**config.mk**
```make
export PLATFORM = sky130hd
export DESIGN_NAME = instruction_controller_flat
export DESIGN_NICKNAME = d
export VERILOG_FILES = /design/src/rtl/instruction_controller_pkg.sv /design/src/rtl/instruction_controller_if.sv /design/src/rtl/instruction_decoder.sv /design/src/rtl/instruction_controller.sv /design/src/flat_wrapper.sv
export SDC_FILE = /design/constraint.sdc
export NUM_CORES = 1
export LEC_CHECK = 0
export CORE_UTILIZATION = 36
export CTS_BUF_LIST = sky130_fd_sc_hd__clkbuf_4
export DETAILED_ROUTE_END_ITERATION = 10
export HOLD_SLACK_MARGIN = 0.15
export PLACE_DENSITY = 0.75
export REMOVE_ABC_BUFFERS = 1
export SLEW_MARGIN = 5
export SYNTH_ARGS = -nofsm -noshare
export SYNTH_HDL_FRONTEND = slang
export SYNTH_HIERARCHICAL = 1
export SYNTH_SLANG_ARGS = --single-unit
```
**constraint.sdc**
```tcl
create_clock -name clk -period 1.6 [get_ports clk]
set_input_delay 0.32 -clock clk [delete_from_list [all_inputs] [get_ports clk]]
set_output_delay 0.32 -clock clk [all_outputs]
set_load 0.005 [all_outputs]
```
**src/rtl/instruction_controller_pkg.sv**
```systemverilog
// rtl/instruction_controller_pkg.sv - shared encodings for the instruction sequencer
package instruction_controller_pkg;

  localparam int INSTR_W = 16;

  // Opcode / op field values
  localparam logic [2:0] OPC_MOV    = 3'b110;
  localparam logic [2:0] OPC_ALU    = 3'b101;
  localparam logic [1:0] OP_MOV_IMM = 2'b10;
  localparam logic [1:0] OP_MOV_REG = 2'b00;
  localparam logic [1:0] OP_ADD     = 2'b00;
  localparam logic [1:0] OP_CMP     = 2'b01;
  localparam logic [1:0] OP_AND     = 2'b10;
  localparam logic [1:0] OP_MVN     = 2'b11;

  // ALU operation used for a plain register move (0 + shifted B)
  localparam logic [1:0] ALU_ADD = 2'b00;

  // Writeback value select
  localparam logic [1:0] VSEL_C    = 2'b00;
  localparam logic [1:0] VSEL_IMM8 = 2'b01;

  typedef enum logic [2:0] {
    S_WAIT, S_DECODE, S_GETA, S_GETB, S_OPERATE, S_WRITE, S_WRITEIMM, S_ILLEGAL
  } state_t;

  typedef enum logic [2:0] {
    INS_MOV_IMM, INS_MOV_REG, INS_ADD, INS_CMP, INS_AND, INS_MVN, INS_ILLEGAL
  } instr_kind_t;

  function automatic logic [INSTR_W-1:0] sext5(input logic [4:0] v);
    return {{(INSTR_W-5){v[4]}}, v};
  endfunction

  function automatic logic [INSTR_W-1:0] sext8(input logic [7:0] v);
    return {{(INSTR_W-8){v[7]}}, v};
  endfunction

endpackage

```
**src/rtl/instruction_controller_if.sv**
```systemverilog
// rtl/instruction_controller_if.sv - start handshake and datapath control bundle
interface instruction_controller_if;
  import instruction_controller_pkg::*;

  logic               s;
  logic [INSTR_W-1:0] instr;
  logic               w;
  logic               illegal;
  logic [2:0]         readnum;
  logic [2:0]         writenum;
  logic               write;
  logic [1:0]         vsel;
  logic               loada;
  logic               loadb;
  logic               asel;
  logic               bsel;
  logic               loadc;
  logic               loads;
  logic [1:0]         shift;
  logic [1:0]         ALUop;
  logic [INSTR_W-1:0] sximm5;
  logic [INSTR_W-1:0] sximm8;

  modport master (
    output s, instr,
    input  w, illegal, readnum, writenum, write, vsel, loada, loadb,
           asel, bsel, loadc, loads, shift, ALUop, sximm5, sximm8
  );

  modport slave (
    input  s, instr,
    output w, illegal, readnum, writenum, write, vsel, loada, loadb,
           asel, bsel, loadc, loads, shift, ALUop, sximm5, sximm8
  );
endinterface

```
**src/rtl/instruction_decoder.sv**
```systemverilog
// rtl/instruction_decoder.sv - field extraction, sign extension and classification of IR
module instruction_decoder
  import instruction_controller_pkg::*;
(
  input  logic [INSTR_W-1:0] i_ir,
  output logic [2:0]         o_rn,
  output logic [2:0]         o_rd,
  output logic [2:0]         o_rm,
  output logic [1:0]         o_sh,
  output logic [1:0]         o_op,
  output logic [INSTR_W-1:0] o_sximm5,
  output logic [INSTR_W-1:0] o_sximm8,
  output instr_kind_t        o_kind,
  output logic               o_legal
);

  logic [2:0] w_opcode;

  assign w_opcode = i_ir[15:13];
  assign o_op     = i_ir[12:11];
  assign o_rn     = i_ir[10:8];
  assign o_rd     = i_ir[7:5];
  assign o_sh     = i_ir[4:3];
  assign o_rm     = i_ir[2:0];
  assign o_sximm5 = sext5(i_ir[4:0]);
  assign o_sximm8 = sext8(i_ir[7:0]);
  assign o_legal  = (o_kind != INS_ILLEGAL);

  // Map opcode/op pairs onto the supported instruction set; anything else is illegal
  always_comb begin
    o_kind = INS_ILLEGAL;
    if (w_opcode == OPC_MOV) begin
      if (o_op == OP_MOV_IMM)      o_kind = INS_MOV_IMM;
      else if (o_op == OP_MOV_REG) o_kind = INS_MOV_REG;
    end else if (w_opcode == OPC_ALU) begin
      case (o_op)
        OP_ADD:  o_kind = INS_ADD;
        OP_CMP:  o_kind = INS_CMP;
        OP_AND:  o_kind = INS_AND;
        OP_MVN:  o_kind = INS_MVN;
        default: o_kind = INS_ILLEGAL;
      endcase
    end
  end

endmodule

```
**src/rtl/instruction_controller.sv**
```systemverilog
// rtl/instruction_controller.sv - Moore sequencer driving register file and computation stage
module instruction_controller
  import instruction_controller_pkg::*;
#(
  parameter int DATA_W = 16
) (
  input  logic                      clk,
  input  logic                      reset,
  instruction_controller_if.slave   bus
);

  state_t              r_state;
  state_t              w_next;
  logic [DATA_W-1:0]   r_ir;

  logic [2:0]          w_rn, w_rd, w_rm;
  logic [1:0]          w_sh, w_op;
  logic [INSTR_W-1:0]  w_sximm5, w_sximm8;
  instr_kind_t         w_kind;
  logic                w_legal;

  instruction_decoder u_dec (
    .i_ir     (r_ir),
    .o_rn     (w_rn),
    .o_rd     (w_rd),
    .o_rm     (w_rm),
    .o_sh     (w_sh),
    .o_op     (w_op),
    .o_sximm5 (w_sximm5),
    .o_sximm8 (w_sximm8),
    .o_kind   (w_kind),
    .o_legal  (w_legal)
  );

  assign bus.sximm5 = w_sximm5;
  assign bus.sximm8 = w_sximm8;

  // State register; IR only loads on an accepted start in WAIT
  always_ff @(posedge clk) begin
    if (reset) begin
      r_state <= S_WAIT;
      r_ir    <= '0;
    end else begin
      r_state <= w_next;
      if (r_state == S_WAIT && bus.s) r_ir <= bus.instr;
    end
  end

  // Next-state and Moore control outputs from state and IR
  always_comb begin
    w_next       = r_state;
    bus.w        = 1'b0;
    bus.illegal  = 1'b0;
    bus.readnum  = 3'd0;
    bus.writenum = 3'd0;
    bus.write    = 1'b0;
    bus.vsel     = VSEL_C;
    bus.loada    = 1'b0;
    bus.loadb    = 1'b0;
    bus.asel     = 1'b0;
    bus.bsel     = 1'b0;
    bus.loadc    = 1'b0;
    bus.loads    = 1'b0;
    bus.shift    = 2'b00;
    bus.ALUop    = 2'b00;
    case (r_state)
      S_WAIT: begin
        bus.w = 1'b1;
        if (bus.s) w_next = S_DECODE;
      end
      S_DECODE: begin
        if (!w_legal) w_next = S_ILLEGAL;
        else begin
          case (w_kind)
            INS_MOV_IMM:                w_next = S_WRITEIMM;
            INS_ADD, INS_CMP, INS_AND:  w_next = S_GETA;
            default:                    w_next = S_GETB;
          endcase
        end
      end
      S_GETA: begin
        bus.readnum = w_rn;
        bus.loada   = 1'b1;
        w_next      = S_GETB;
      end
      S_GETB: begin
        bus.readnum = w_rm;
        bus.loadb   = 1'b1;
        w_next      = S_OPERATE;
      end
      S_OPERATE: begin
        // Single-operand forms zero the A input so the ALU passes or inverts B
        bus.shift = w_sh;
        bus.asel  = (w_kind == INS_MOV_REG) || (w_kind == INS_MVN);
        bus.ALUop = (w_kind == INS_MOV_REG) ? ALU_ADD : w_op;
        if (w_kind == INS_CMP) begin
          bus.loads = 1'b1;
          w_next    = S_WAIT;
        end else begin
          bus.loadc = 1'b1;
          w_next    = S_WRITE;
        end
      end
      S_WRITE: begin
        bus.writenum = w_rd;
        bus.vsel     = VSEL_C;
        bus.write    = 1'b1;
        w_next       = S_WAIT;
      end
      S_WRITEIMM: begin
        bus.writenum = w_rn;
        bus.vsel     = VSEL_IMM8;
        bus.write    = 1'b1;
        w_next       = S_WAIT;
      end
      S_ILLEGAL: begin
        bus.illegal = 1'b1;
        w_next      = S_WAIT;
      end
      default: w_next = S_WAIT;
    endcase
  end

endmodule

```
**src/flat_wrapper.sv**
```systemverilog
// flat-port wrapper written by rule: the top's interface ports become plain ports
module instruction_controller_flat import instruction_controller_pkg::*;
#(
  parameter int DATA_W = 16
)
  (clk, reset, bus_s, bus_instr, bus_w, bus_illegal, bus_readnum, bus_writenum, bus_write, bus_vsel, bus_loada, bus_loadb, bus_asel, bus_bsel, bus_loadc, bus_loads, bus_shift, bus_ALUop, bus_sximm5, bus_sximm8);
  instruction_controller_if bus_i ();
  input  logic clk;
  input  logic reset;
  input wire logic [$bits(bus_i.s)-1:0] bus_s;
  input wire logic [$bits(bus_i.instr)-1:0] bus_instr;
  output wire logic [$bits(bus_i.w)-1:0] bus_w;
  output wire logic [$bits(bus_i.illegal)-1:0] bus_illegal;
  output wire logic [$bits(bus_i.readnum)-1:0] bus_readnum;
  output wire logic [$bits(bus_i.writenum)-1:0] bus_writenum;
  output wire logic [$bits(bus_i.write)-1:0] bus_write;
  output wire logic [$bits(bus_i.vsel)-1:0] bus_vsel;
  output wire logic [$bits(bus_i.loada)-1:0] bus_loada;
  output wire logic [$bits(bus_i.loadb)-1:0] bus_loadb;
  output wire logic [$bits(bus_i.asel)-1:0] bus_asel;
  output wire logic [$bits(bus_i.bsel)-1:0] bus_bsel;
  output wire logic [$bits(bus_i.loadc)-1:0] bus_loadc;
  output wire logic [$bits(bus_i.loads)-1:0] bus_loads;
  output wire logic [$bits(bus_i.shift)-1:0] bus_shift;
  output wire logic [$bits(bus_i.ALUop)-1:0] bus_ALUop;
  output wire logic [$bits(bus_i.sximm5)-1:0] bus_sximm5;
  output wire logic [$bits(bus_i.sximm8)-1:0] bus_sximm8;
  assign bus_i.s = bus_s;
  assign bus_i.instr = bus_instr;
  assign bus_w = bus_i.w;
  assign bus_illegal = bus_i.illegal;
  assign bus_readnum = bus_i.readnum;
  assign bus_writenum = bus_i.writenum;
  assign bus_write = bus_i.write;
  assign bus_vsel = bus_i.vsel;
  assign bus_loada = bus_i.loada;
  assign bus_loadb = bus_i.loadb;
  assign bus_asel = bus_i.asel;
  assign bus_bsel = bus_i.bsel;
  assign bus_loadc = bus_i.loadc;
  assign bus_loads = bus_i.loads;
  assign bus_shift = bus_i.shift;
  assign bus_ALUop = bus_i.ALUop;
  assign bus_sximm5 = bus_i.sximm5;
  assign bus_sximm8 = bus_i.sximm8;
  instruction_controller #(.DATA_W(DATA_W)) u_core (.clk(clk), .reset(reset), .bus(bus_i));
endmodule
```
==> out/metrics.cfg <==
[outcome]
status=finished, violations left
violations=setup timing

[routing]
firstDrtPassIters=4
route.detailed.drc=0
drt_iter0_markers=64
vias_per_cell=4.75
routedWlPerCell_um=14.7
ant_nets=0
wirelength_um=4410
vias=1431

[floorplan]
core_um2=3470
dieArea_um2=4000
boundaryPins=72
die_x_um=63.2
start_util_pct=38.9
die_h_um=63.2
placementRows=21

[setup_path]
arrival_ns=1.63
crit_family=simple AND/OR/NAND/NOR gates
cp-start-kind=flop
crit_slowest_cell=dfxtp_2
required_ns=1.28
critPathKind=reg2out
cp_num_cells=8
crit_fanout=5
slowest_delay_ns=0.36
critPathBufInv=4
path_cells=and3b_1 -> o21ai_2 -> buf_4 -> nand3b_1 -> nand2_1 -> buf_6 -> inv_2 -> buf_2
crit_path_end_kind=output port
reg2regPathDepth=7

[placement]
gp_congestion=0.756
placedCellCount=264
pre_cts_ws_ns=-0.381
port-buffer-count=69
hpwl_um=2280

[grt]
globalRouteMet3Util_pct=5.25
antenna_found_initial=0
grt_pass1_wl_um=6090
grt_use_met1_pct=22.8
track_usage_pct=19.1
gr-usage-met2_pct=33.2
grt-ovfl-total=0
grt_max_degree=20
busiest_layer=met2
grt_pass1_vias=1302

[clock_network]
clk_latency_ns=0.31
clk_path_buf_depth=2
cts_max_level=1
clock-sinks=19
cts_tree=built
cts_buffers=3
root_buffer=clkbuf_4
clkSlewWorstSetupHoldPaths_ns=0.14
hold_buffers=0

[synthesis]
synthSimpleGateAreaFrac_pct=26.6
avgSynthCellArea_um2=7.62
synth.area.top_cells=dfxtp_1 (28%), buf_4 (27%), nand2_1 (9.7%), a21oi_1 (6.3%), nor2b_1 (3.7%)
yosysUniqueCellTypes=31
synth_xor_area_share_pct=0
synthAdderAreaFrac_pct=0
synthMuxAreaShare_pct=0
ys_warn_count=6
ys_ff_latch=19
synth_area_leader_cell=dfxtp_1
synth_area_um2=1350
yosys.area.top_type_share_pct=28.2
synth_compound_area_share_pct=14.8
synth_top_family_by_area=buffers and inverters
netlist_instances=177
yosysSeqAreaShare_pct=28.2

[sta]
setup_viol=27
final_max_slew_viol_count=0
rsz0062_at_grt=yes
setup_ws_ns=-0.352
hold_violations=0
fin_skew_ns=0.0260
fmax_mhz=512
period_needed_ns=1.95
holdWs_ns=0.489
post-route-period-util_pct=122

[worst_hold_path]
whs_path_depth=2
hold_path_class=reg2reg

[layout]
fin_util_pct=72.0
drive_gt1_share_pct=57.3
final_cells=301
area_delta_synth_final_pct=85.2
layout_commonest_cell=buf_6
filler_cell_count=274
fin_nets=275
num_antenna_cells=0
final_cell_mix=buf_6 (34), clkdlybuf4s50_1 (28), buf_4 (28)

[power]
p_total_mw=2.84
peakVddDrop_mv=0.593
powerDensity_nw_per_um2=1140
leakagePower_nw=1.29

[job]
timing.max_cap.violations=0

-- state kept, by name, indices dropped and copies added, names as in the netlist --
| signal | count |
|---|---|
| u_core/r_ir | 16 |
| u_core/r_state | 3 |
-- repair_timing --
item / 4_1_cts / 5_1_grt
pin swaps: 21 / 36
setup buffers: 34 / 12
setup endpoints to repair: 42 / 52
gates cloned: 0 / 3
gates resized for setup: 125 / 87
-- power by group --
| part | switching, mW | leakage, nW | internal, mW | total (mW) |
|---|---|---|---|---|
| clock network | 0.162 | 0.0177 | 0.0930 | 0.255 |
| registers | 0.118 | 0.161 | 0.586 | 0.703 |
| logic | 0.774 | 1.11 | 1.11 | 1.88 |
| total | 1.05 | 1.29 | 1.79 | 2.84 |
-- worst register-to-register path: cells and delay by family (launching register included) --
family	cells	cell delay, ns
AND/OR/NAND/NOR	2	0.58
AO/OA/AOI/OAI	3	0.43
flip-flops	1	0.38
buffers and inverters	2	0.24
-- layout make-up --
| class | count | area, um2 | area share (%) |
|---|---|---|---|
| clock buffers | 3 | 22.5 | 0.902 |
| clock inverters | 1 | 5.00 | 0.200 |
| inverters | 2 | 10.0 | 0.401 |
| multi-input cells | 102 | 791 | 31.7 |
| flip-flops and latches | 19 | 402 | 16.1 |
| well taps | 46 | 57.6 | 2.30 |
| repair buffers | 128 | 1210 | 48.4 |
-- Yosys cell counts (all sizes together) --
cell and count:
a21oi 17, a22o 3, a22oi 3, a311o 1, a31o 1, a31oi 1, a32o 1, and2 5
and3 1, and3b 1, buf 52, clkbuf 3, conb 1, dfxtp 19, inv 2, nand2 35
nand2b 2, nand3b 1, nor2 6, nor2b 8, nor3 3, nor3b 3, nor4b 1, o21a 2
o21ai 3, or3 1, or4b 1
-- cell families after synthesis --
| logic type | after synthesis |
|---|---|
| other cells | 1 |
| compound gates | 32 |
| simple gates | 68 |
| buf+inv | 57 |
| flops | 19 |
-- path summary, 6_finish.rpt --
check                           slack [ns]                             end                         start
worst max-delay path                 -0.35                       bus_loadc  u_core/r_ir[12]$_SDFFE_PP0P_
worst min-delay path                  0.49     u_core/r_ir[2]$_SDFFE_PP0P_   u_core/r_ir[2]$_SDFFE_PP0P_
worst max register to register       -0.09  u_core/r_state[2]$_SDFFE_PP0P_  u_core/r_ir[13]$_SDFFE_PP0P_
worst min register to register        0.49     u_core/r_ir[2]$_SDFFE_PP0P_   u_core/r_ir[2]$_SDFFE_PP0P_
-- per-stage QoR --
step / instance area [um2] / setup TNS [ns]
after detailed placement: 1900 / -5.46
after global routing: 2500 / -5.96
final: 2500 / -3.78
after CTS: 2180 / -2.34
after floorplan: 955 / 0
after global placement: 1900 / -5.42
-- metal layers --
layer | vias to the layer above | wire length (um)
li1 | 691 | -
met1 | 666 | 1710
met2 | 64 | 2230
met3 | 10 | 363
met4 | 0 | 112
met5 | - | 0
Note: power is estimated with default switching activity, not from simulation.
